==> src/rtl/sr_ff_pkg.sv <==
// rtl/sr_ff_pkg.sv - S=R=1 resolution modes and the per-bit next-state function
package sr_ff_pkg;

  typedef enum logic [1:0] {
    MODE_HOLD  = 2'b00,
    MODE_SET   = 2'b01,
    MODE_RESET = 2'b10,
    MODE_JK    = 2'b11
  } mode_e;

  function automatic logic sr_next(input logic q, input logic s, input logic r, input mode_e mode);
    logic nq;
    nq = q;
    case ({s, r})
      2'b00:   nq = q;
      2'b10:   nq = 1'b1;
      2'b01:   nq = 1'b0;
      default: begin
        case (mode)
          MODE_HOLD:  nq = q;
          MODE_SET:   nq = 1'b1;
          MODE_RESET: nq = 1'b0;
          default:    nq = ~q;
        endcase
      end
    endcase
    return nq;
  endfunction

endpackage

==> src/rtl/param_sr_ff_bank_if.sv <==
// rtl/param_sr_ff_bank_if.sv - control inputs and state/flag outputs of the SR flip-flop bank
interface param_sr_ff_bank_if
  import sr_ff_pkg::*;
#(
  parameter int WIDTH = 8,
  parameter int CNT_W = 8
);
  logic             en;
  mode_e            mode;
  logic [WIDTH-1:0] s;
  logic [WIDTH-1:0] r;
  logic             clr_sticky;
  logic [WIDTH-1:0] q;
  logic [WIDTH-1:0] qn;
  logic [WIDTH-1:0] illegal;
  logic             illegal_any;
  logic [WIDTH-1:0] illegal_sticky;
  logic [CNT_W-1:0] illegal_cnt;

  modport master (
    output en, mode, s, r, clr_sticky,
    input  q, qn, illegal, illegal_any, illegal_sticky, illegal_cnt
  );

  modport slave (
    input  en, mode, s, r, clr_sticky,
    output q, qn, illegal, illegal_any, illegal_sticky, illegal_cnt
  );
endinterface

==> src/rtl/sr_ff_cell.sv <==
// rtl/sr_ff_cell.sv - one gated SR flip-flop bit with registered S=R=1 detection
module sr_ff_cell
  import sr_ff_pkg::*;
#(
  parameter logic RST_BIT = 1'b0
) (
  input  logic  clk_i,
  input  logic  rst_i,
  input  logic  en_i,
  input  mode_e mode_i,
  input  logic  s_i,
  input  logic  r_i,
  output logic  q_o,
  output logic  illegal_o,
  output logic  illegal_next_o
);

  logic q_q, q_d;
  logic ill_q, ill_d;

  always_comb begin
    q_d   = q_q;
    ill_d = 1'b0;
    if (en_i) begin
      q_d   = sr_next(q_q, s_i, r_i, mode_i);
      ill_d = s_i & r_i & (mode_i != MODE_JK);
    end
  end

  always_ff @(posedge clk_i) begin
    if (rst_i) begin
      q_q   <= RST_BIT;
      ill_q <= 1'b0;
    end else begin
      q_q   <= q_d;
      ill_q <= ill_d;
    end
  end

  assign q_o            = q_q;
  assign illegal_o      = ill_q;
  assign illegal_next_o = ill_d;

endmodule

==> src/rtl/param_sr_ff_bank.sv <==
// rtl/param_sr_ff_bank.sv - WIDTH-bit gated SR flip-flop bank with sticky illegal flags
// Optional saturating illegal-cycle counter enabled by macro SR_FF_BANK_ILLEGAL_CNT_EN.
module param_sr_ff_bank
  import sr_ff_pkg::*;
#(
  parameter int               WIDTH   = 8,
  parameter int               CNT_W   = 8,
  parameter logic [WIDTH-1:0] RST_VAL = '0
) (
  input logic               clk,
  input logic               rst,
  param_sr_ff_bank_if.slave bus
);

  logic [WIDTH-1:0] q_w;
  logic [WIDTH-1:0] ill_w;
  logic [WIDTH-1:0] ill_next_w;
  logic [WIDTH-1:0] sticky_q, sticky_d;
  logic             any_q, any_d;

  for (genvar i = 0; i < WIDTH; i++) begin : g_cell
    sr_ff_cell #(.RST_BIT(RST_VAL[i])) u_cell (
      .clk_i          (clk),
      .rst_i          (rst),
      .en_i           (bus.en),
      .mode_i         (bus.mode),
      .s_i            (bus.s[i]),
      .r_i            (bus.r[i]),
      .q_o            (q_w[i]),
      .illegal_o      (ill_w[i]),
      .illegal_next_o (ill_next_w[i])
    );
  end

  // A fresh illegal bit in the clear cycle survives the clear.
  always_comb begin
    sticky_d = (bus.clr_sticky ? '0 : sticky_q) | ill_next_w;
    any_d    = |ill_next_w;
  end

  always_ff @(posedge clk) begin
    if (rst) begin
      sticky_q <= '0;
      any_q    <= 1'b0;
    end else begin
      sticky_q <= sticky_d;
      any_q    <= any_d;
    end
  end

`ifdef SR_FF_BANK_ILLEGAL_CNT_EN
  logic [CNT_W-1:0] cnt_q, cnt_d;

  always_comb begin
    cnt_d = bus.clr_sticky ? '0 : cnt_q;
    if (any_d && (cnt_d != {CNT_W{1'b1}})) begin
      cnt_d = cnt_d + {{(CNT_W-1){1'b0}}, 1'b1};
    end
  end

  always_ff @(posedge clk) begin
    if (rst) begin
      cnt_q <= '0;
    end else begin
      cnt_q <= cnt_d;
    end
  end

  assign bus.illegal_cnt = cnt_q;
`else
  assign bus.illegal_cnt = {CNT_W{1'b0}};
`endif

  assign bus.q              = q_w;
  assign bus.qn             = ~q_w;
  assign bus.illegal        = ill_w;
  assign bus.illegal_any    = any_q;
  assign bus.illegal_sticky = sticky_q;

endmodule

==> src/flat_wrapper.sv <==
// flat-port wrapper written by rule: the top's interface ports become plain ports
module param_sr_ff_bank_flat import sr_ff_pkg::*;
#(
  parameter int               WIDTH   = 8,
  parameter int               CNT_W   = 8,
  parameter logic [WIDTH-1:0] RST_VAL = '0
)
  (clk, rst, bus_en, bus_mode, bus_s, bus_r, bus_clr_sticky, bus_q, bus_qn, bus_illegal, bus_illegal_any, bus_illegal_sticky, bus_illegal_cnt);
  param_sr_ff_bank_if #(.WIDTH(WIDTH), .CNT_W(CNT_W)) bus_i ();
  input logic clk;
  input logic rst;
  input wire logic [$bits(bus_i.en)-1:0] bus_en;
  input wire logic [$bits(bus_i.mode)-1:0] bus_mode;
  input wire logic [$bits(bus_i.s)-1:0] bus_s;
  input wire logic [$bits(bus_i.r)-1:0] bus_r;
  input wire logic [$bits(bus_i.clr_sticky)-1:0] bus_clr_sticky;
  output wire logic [$bits(bus_i.q)-1:0] bus_q;
  output wire logic [$bits(bus_i.qn)-1:0] bus_qn;
  output wire logic [$bits(bus_i.illegal)-1:0] bus_illegal;
  output wire logic [$bits(bus_i.illegal_any)-1:0] bus_illegal_any;
  output wire logic [$bits(bus_i.illegal_sticky)-1:0] bus_illegal_sticky;
  output wire logic [$bits(bus_i.illegal_cnt)-1:0] bus_illegal_cnt;
  assign bus_i.en = bus_en;
  assign bus_i.mode = bus_mode;
  assign bus_i.s = bus_s;
  assign bus_i.r = bus_r;
  assign bus_i.clr_sticky = bus_clr_sticky;
  assign bus_q = bus_i.q;
  assign bus_qn = bus_i.qn;
  assign bus_illegal = bus_i.illegal;
  assign bus_illegal_any = bus_i.illegal_any;
  assign bus_illegal_sticky = bus_i.illegal_sticky;
  assign bus_illegal_cnt = bus_i.illegal_cnt;
  param_sr_ff_bank #(.WIDTH(WIDTH), .CNT_W(CNT_W), .RST_VAL(RST_VAL)) u_core (.clk(clk), .rst(rst), .bus(bus_i));
endmodule
==> config.mk <==
export PLATFORM = sky130hd
export DESIGN_NAME = param_sr_ff_bank_flat
export DESIGN_NICKNAME = d
export VERILOG_FILES = /design/src/rtl/sr_ff_pkg.sv /design/src/rtl/param_sr_ff_bank_if.sv /design/src/rtl/sr_ff_cell.sv /design/src/rtl/param_sr_ff_bank.sv /design/src/flat_wrapper.sv
export SDC_FILE = /design/constraint.sdc
export NUM_CORES = 1
export LEC_CHECK = 0
export CAP_MARGIN = 25
export CORE_MARGIN = 2
export CORE_UTILIZATION = 41
export DETAILED_ROUTE_END_ITERATION = 6
export GPL_TIMING_DRIVEN = 0
export PLACE_DENSITY = 0.77
export SYNTH_ARGS = -nofsm -noshare
export SYNTH_HDL_FRONTEND = slang
export SYNTH_SLANG_ARGS = --single-unit
==> constraint.sdc <==
create_clock -name clk -period 0.96 [get_ports clk]
set_input_delay 0.096 -clock clk [delete_from_list [all_inputs] [get_ports clk]]
set_output_delay 0.096 -clock clk [all_outputs]
set_load 0.005 [all_outputs]
# After elaboration in Yosys (flattened, before gate mapping)
# Cells that the tools add are included.
word_totals:
  regBits: 25
  out_inout_bits: 41
  in_bits: 22
  elab_cells: 122
op_classes:
  bitwise: 34
  n_mux: 25
  n_reduce_logical: 18
  n_eq_ne: 27
ops:
  columns: ["cell", "count"]
  rows:
  - ["1-bit one-hot mux with 3 select lines", 16]
  - ["3-bit AND reduction", 8]
  - ["3-bit inequality test, second input constant", 7]
  - ["2-bit by 1-bit == test with 1-bit output, second input constant", 9]
  - ["2-bit == test, second input constant", 9]
  - ["2-bit zero test", 9]
  - ["1-bit AND", 16]
  - ["1-bit inverter", 16]
  - ["1-bit 2-to-1 mux", 8]
  - ["8-bit 2-to-1 mux", 1]
  - ["8-bit inverter", 1]
  - ["8-bit OR", 1]
  - ["8-bit OR reduction", 1]
  - ["3-bit by 1-bit inequality test with 1-bit output, second input constant", 1]
  - ["2-bit inequality test, second input constant", 1]

# Longest topological paths before layout
depth:
  ltp_word: 4
  mapped_depth: 7
  mapped_depth_nobuf: 6

# Hierarchy
# From an unflattened synthesis, not the netlist that was laid out.
hier_totals:
  hier_cells: 246
  hier_area_um2: 2080.7
by_module_without_submodules:
  columns: ["mod", "n_inst", "cells_each", "area_per_inst_um2", "seq_area_each_um2"]
  rows:
  - ["sr_ff_cell", 8, 24, 206.4, 40.0]
  - ["param_sr_ff_bank", 1, 54, 429.2, 180.2]

# Worst setup path after synthesis
# No wires, ideal clock.
synth_path:
  path_kind: "in2reg"
  startpoint: "in bus_mode[0]"
  endpoint: "reg u_core.g_cell[1].u_cell.q_q"
  arrival_ns: 0.979
  path_stages: 6
  path_buffers: 0
  setup_time_ns: 0.065
  setup_slack_ns: -0.085
  t_required_ns: 0.895
  path_cell_list: "inv_1 -> ha_1 -> or2_1 -> a31oi_1 -> mux2i_1 -> nor2_1"
synth_between:
  elab_chain_cells: 3
  elab_cells_between_ends: 7
  classes_between: "eq/ne (3); mux (2); reduce/logical (2)"
synth_lines:
  columns: ["item", "line_no", "text"]
  rows:
  - ["from (decl)", "flat_wrapper.sv:13", "input wire logic [$bits(bus_i.mode)-1:0] bus_mode;"]
  - ["2-bit == test, or another cell as far along", "sr_ff_pkg.sv:19", "case (mode)"]
  - ["1-bit one-hot mux with 3 select lines or 3-bit inequality test (tied branches)", null, null]
  - ["1-bit one-hot mux with 3 select lines or 3-bit AND reduction (tied branches)", null, null]
  - ["to (signal assigned)", "sr_ff_cell.sv:35", "q_q <= q_d;"]
  - ["to (decl)", "sr_ff_cell.sv:18", "logic q_q, q_d;"]
# Several ways; a longest one is shown, not always the timed one.
# A chain may end at the register's enable or synchronous reset.

# Worst setup path after layout
layout_path:
  startpoint: "reg u_core.g_cell[0].u_cell.q_q"
  endpoint: "reg u_core.g_cell[0].u_cell.q_q"
layout_between:
  elab_chain_cells: 3
layout_lines:
  columns: ["item", "line_no", "text"]
  rows:
  - ["from (decl)", "sr_ff_cell.sv:18", null]
  - ["from (signal assigned)", "sr_ff_cell.sv:35", null]
  - ["1-bit inverter", "sr_ff_pkg.sv:23", "default: nq = ~q;"]
  - ["1-bit one-hot mux with 3 select lines", "sr_ff_pkg.sv:19", null]
  - ["1-bit one-hot mux with 3 select lines", "sr_ff_pkg.sv:14", "case ({s, r})"]
# Every way passes these cells.

==> impl_results.md <==
- First-pass DRT Iterations: 4
- Die height: 69.5 um
- Minimum clock period: roughly 1.1 ns
- Rows: 23
- Buf/Inv on CP: 2
- Antenna violations before repair: 0
- CTS Hold Buffers Added: 0
- Final global-route overflow total: 0
- Die X-Extent: approximately 70 um
- Die area: slightly below 5000 um^2
- Reg2Reg Depth: 6
- RSZ-0062 raised after global routing: yes
- Post-synth top area cell: dfxtp_1
- CORE AREA: a little over 4000 um^2
- Max Root-Sink Buffers: 2
- Most instantiated library cell after synthesis: inv_1
- Top cells by count, synth: inv_1, ha_1, dfxtp_1
- Hold depth: 2
- 1st-iter DRT viols: 32
- Routability cong.: about 0.77
- CTS H-tree lvls: 1
- CP max stage cell: dfxtp_2
- Status: complete, but fails checks
- Sequential share of the synthesized area: between 20% and 30%
- Hold Crit Class: input port to register
- Vias in the first global route: between 1k and 1.5k
- Hold_sp: rst
- Max cap viols: 0
- Failing checks: negative setup slack
- Crit Path Category: register to register
- Final hold vios: 0
- Post-synth top area share: about 28%
- Worst Path Max Fanout: 2
- Synth async-reset ratio: 0%
- Post-synth EDFFs: 0
- Power per cell area: 998 nW/um^2
- Overall Global Routing Usage: 15.5%
- CTS Sinks: 25
- Mean number of vias per cell: between 4 and 5
- Worst Setup SP: u_core.g_cell[0].u_cell.q_o
- N_diodes: 0
- Synth Flop Type: dfxtp_1
- Via count: 1446
- CP cell instances: buf_6 > buf_6 > or2_1 > a31oi_1 > mux2i_1 > nor2_1
- Worst EP arrival: 1.34 ns
- Max Clock Freq: 0.880 GHz
- Final setup vio count: 10
- Ys Warns: 0
- # IOs: between 60 and 70
- Worst hold path endpoint: u_core.g_cell[2].u_cell.q_o
- Finished Layout Cells: 328
- Crit Reg-Reg Startpoint: u_core.g_cell[0].u_cell.q_o
- Post-synthesis cell count: about 200
- Post-Syn Area per Cell: slightly below 9 um^2
- Final worst-path cycle share: 118%
- Pin count of the biggest net entering global routing: 16
- Worst-path clk slew: about 0.09 ns
- Slowest stage delay, CP: 0.34 ns
- Clock Tree Root: clkbuf_8
- Most frequent CP cell: buf_6
- Setup ws final: -0.176 ns
- TritonCTS clock tree: done
- Number of buffers created by CTS: 3
- Initial Utilization: a little over two fifths
- Port Buf Inserts: 53
- Worst vdd ir: 0.781 mV
- Synth area leaders: dfxtp_1, ha_1, buf_4
- Flops & latches, synth: 25
- Final WL: between 3 and 4 mm
- First-pass GRT wire length: 6.20 mm
- Avg WL per Cell: 11.0 um
- HPWL after detailed placement: 2.78 mm
- Worst R2R Setup Slack: -0.18 ns
- RR Endpoint: u_core.g_cell[0].u_cell.q_o
- Post-Syn Area: approximately 1800 um^2
- Number of distinct library cells after synthesis: 24
- Cells after DPL: between 300 and 400
- Fraction of layout cells with a size suffix above 1: about half
- Worst EP required: 1.16 ns
- Final ANT Viol Nets: 0
- CP top delay family: flip-flops
- Remaining design rule violation count: 0
- Nets@finish: between 300 and 400
- Slew Limit Fails: 0
- Worst-Skew Late Latency: around 0.27 ns
- Overall power: 2.70 mW
- Crit start category: register
- Static Leak: approximately 1.3 nW
- Area grow syn2layout: 53.7%
- Setup crit end kind: register
- Final clock skew: 0 ns
## how the worst max path moves through the flow
stage,endpoint,slack [ns],depth (start not counted)
finish,u_core.g_cell[0].u_cell.q_o,-0.18,6
global route,u_core.g_cell[0].u_cell.q_o,-0.18,6
CTS,u_core.g_cell[0].u_cell.q_o,-0.15,6
detailed placement,u_core.g_cell[6].u_cell.q_o,-0.79,7
global placement,u_core.g_cell[3].u_cell.q_o,-0.76,7
floorplan,u_core.g_cell[1].u_cell.q_o,-0.008,6
## cells in the final DEF, fill, tap and decap left out
cell | netlist | routed
inv_12 | 0 | 5
clkinvlp_4 | 0 | 1
ha_4 | 0 | 8
or2_1 | 8 | 8
a21boi_1 | 1 | 1
a211oi_2 | 7 | 7
clkdlybuf4s50_1 | 0 | 1
buf_6 | 1 | 26
clkdlybuf4s18_2 | 0 | 1
inv_2 | 1 | 14
mux2i_1 | 8 | 8
clkdlybuf4s15_2 | 0 | 9
nand2_1 | 1 | 1
dlygate4sd2_1 | 0 | 4
nor2_4 | 1 | 1
clkbuf_2 | 0 | 4
inv_4 | 0 | 5
ha_1 | 27 | 19
nor2b_1 | 15 | 15
clkbuf_1 | 1 | 1
clkbuf_8 | 0 | 3
nor4_1 | 2 | 2
dfxtp_2 | 0 | 17
conb_1 | 1 | 8
nor3_4 | 1 | 1
inv_1 | 33 | 9
nor2_1 | 17 | 17
buf_4 | 24 | 21
o221ai_2 | 1 | 1
clkdlybuf4s15_1 | 0 | 8
a31oi_1 | 8 | 8
buf_2 | 1 | 18
and2_1 | 8 | 8
inv_6 | 0 | 1
a21oi_1 | 8 | 8
dfxtp_1 | 25 | 8
nand2_4 | 0 | 1
## stage by stage
step	setup slack, ns	TNS, ns	util [%]	cell area, um^2	hold slack, ns
final	-0.176	-0.835	66.6	2700	0.0982
after global routing	-0.185	-1.43	66.6	2700	0.124
after CTS	-0.153	-0.678	65.2	2650	0.105
after detailed placement	-0.789	-16.61	63.0	2550	0.390
after global placement	-0.756	-16.20	63.0	2550	0.386
after floorplan	-0.00786	-0.0340	-	1960	0.308
## kinds of logic (layout without fill, tap and decap cells)
logic type | after synthesis | after routing | synth area share, %
other | 1 | 8 | 0.213
buffers and inverters | 61 | 131 | 18.6
adder cells (fa/ha/maj) | 27 | 27 | 19.2
AO/OA/AOI/OAI | 25 | 25 | 11.4
multiplexers | 8 | 8 | 4.56
AND/OR/NAND/NOR | 54 | 54 | 17.5
flip-flops | 25 | 25 | 28.5
## layout make-up
cell class	count	area, um^2
Sequential cell	25	522
Inverter	34	208
Buffer	27	219
Clock buffer	3	41.3
Timing Repair Buffer	66	582
Clock inverter	1	7.51
Fill cell	364	1360
Multi-Input combinational cell	122	1060
Tap cell	50	62.6
## where the power goes
part	leakage [nW]	switching (mW)	internal, mW
logic	1.07	0.407	0.526
registers	0.211	0.0349	1.10
clock network	0.0217	0.341	0.294
total	1.30	0.783	1.91
## timing repair
| action | in CTS | in global routing |
|---|---|---|
| setup buffers | 11 | 3 |
| cloned | 0 | 0 |
| endpoints found under the setup margin | 58 | 30 |
| gates resized for setup | 193 | 26 |
| pin swaps | 20 | 4 |
| hold endpoints to repair | 0 | 0 |
## sequential cells by signal, summed over array words and instances (netlist names)
name and cells:
u_core.bus.illegal_sticky 8, u_core.g_cell.u_cell.illegal_o 8, u_core.g_cell.u_cell.q_o 8, u_core.bus.illegal_any 1
## routing by layer
metal	global-route usage [%]	up-vias	share of wire, %
met5	0	-	0
met3	3.78	5	6.1
met2	26.7	37	48
met1	20.0	647	45
met4	1.96	0	0.50
li1	-	757	-
Power figures use the tool's default switching activity.
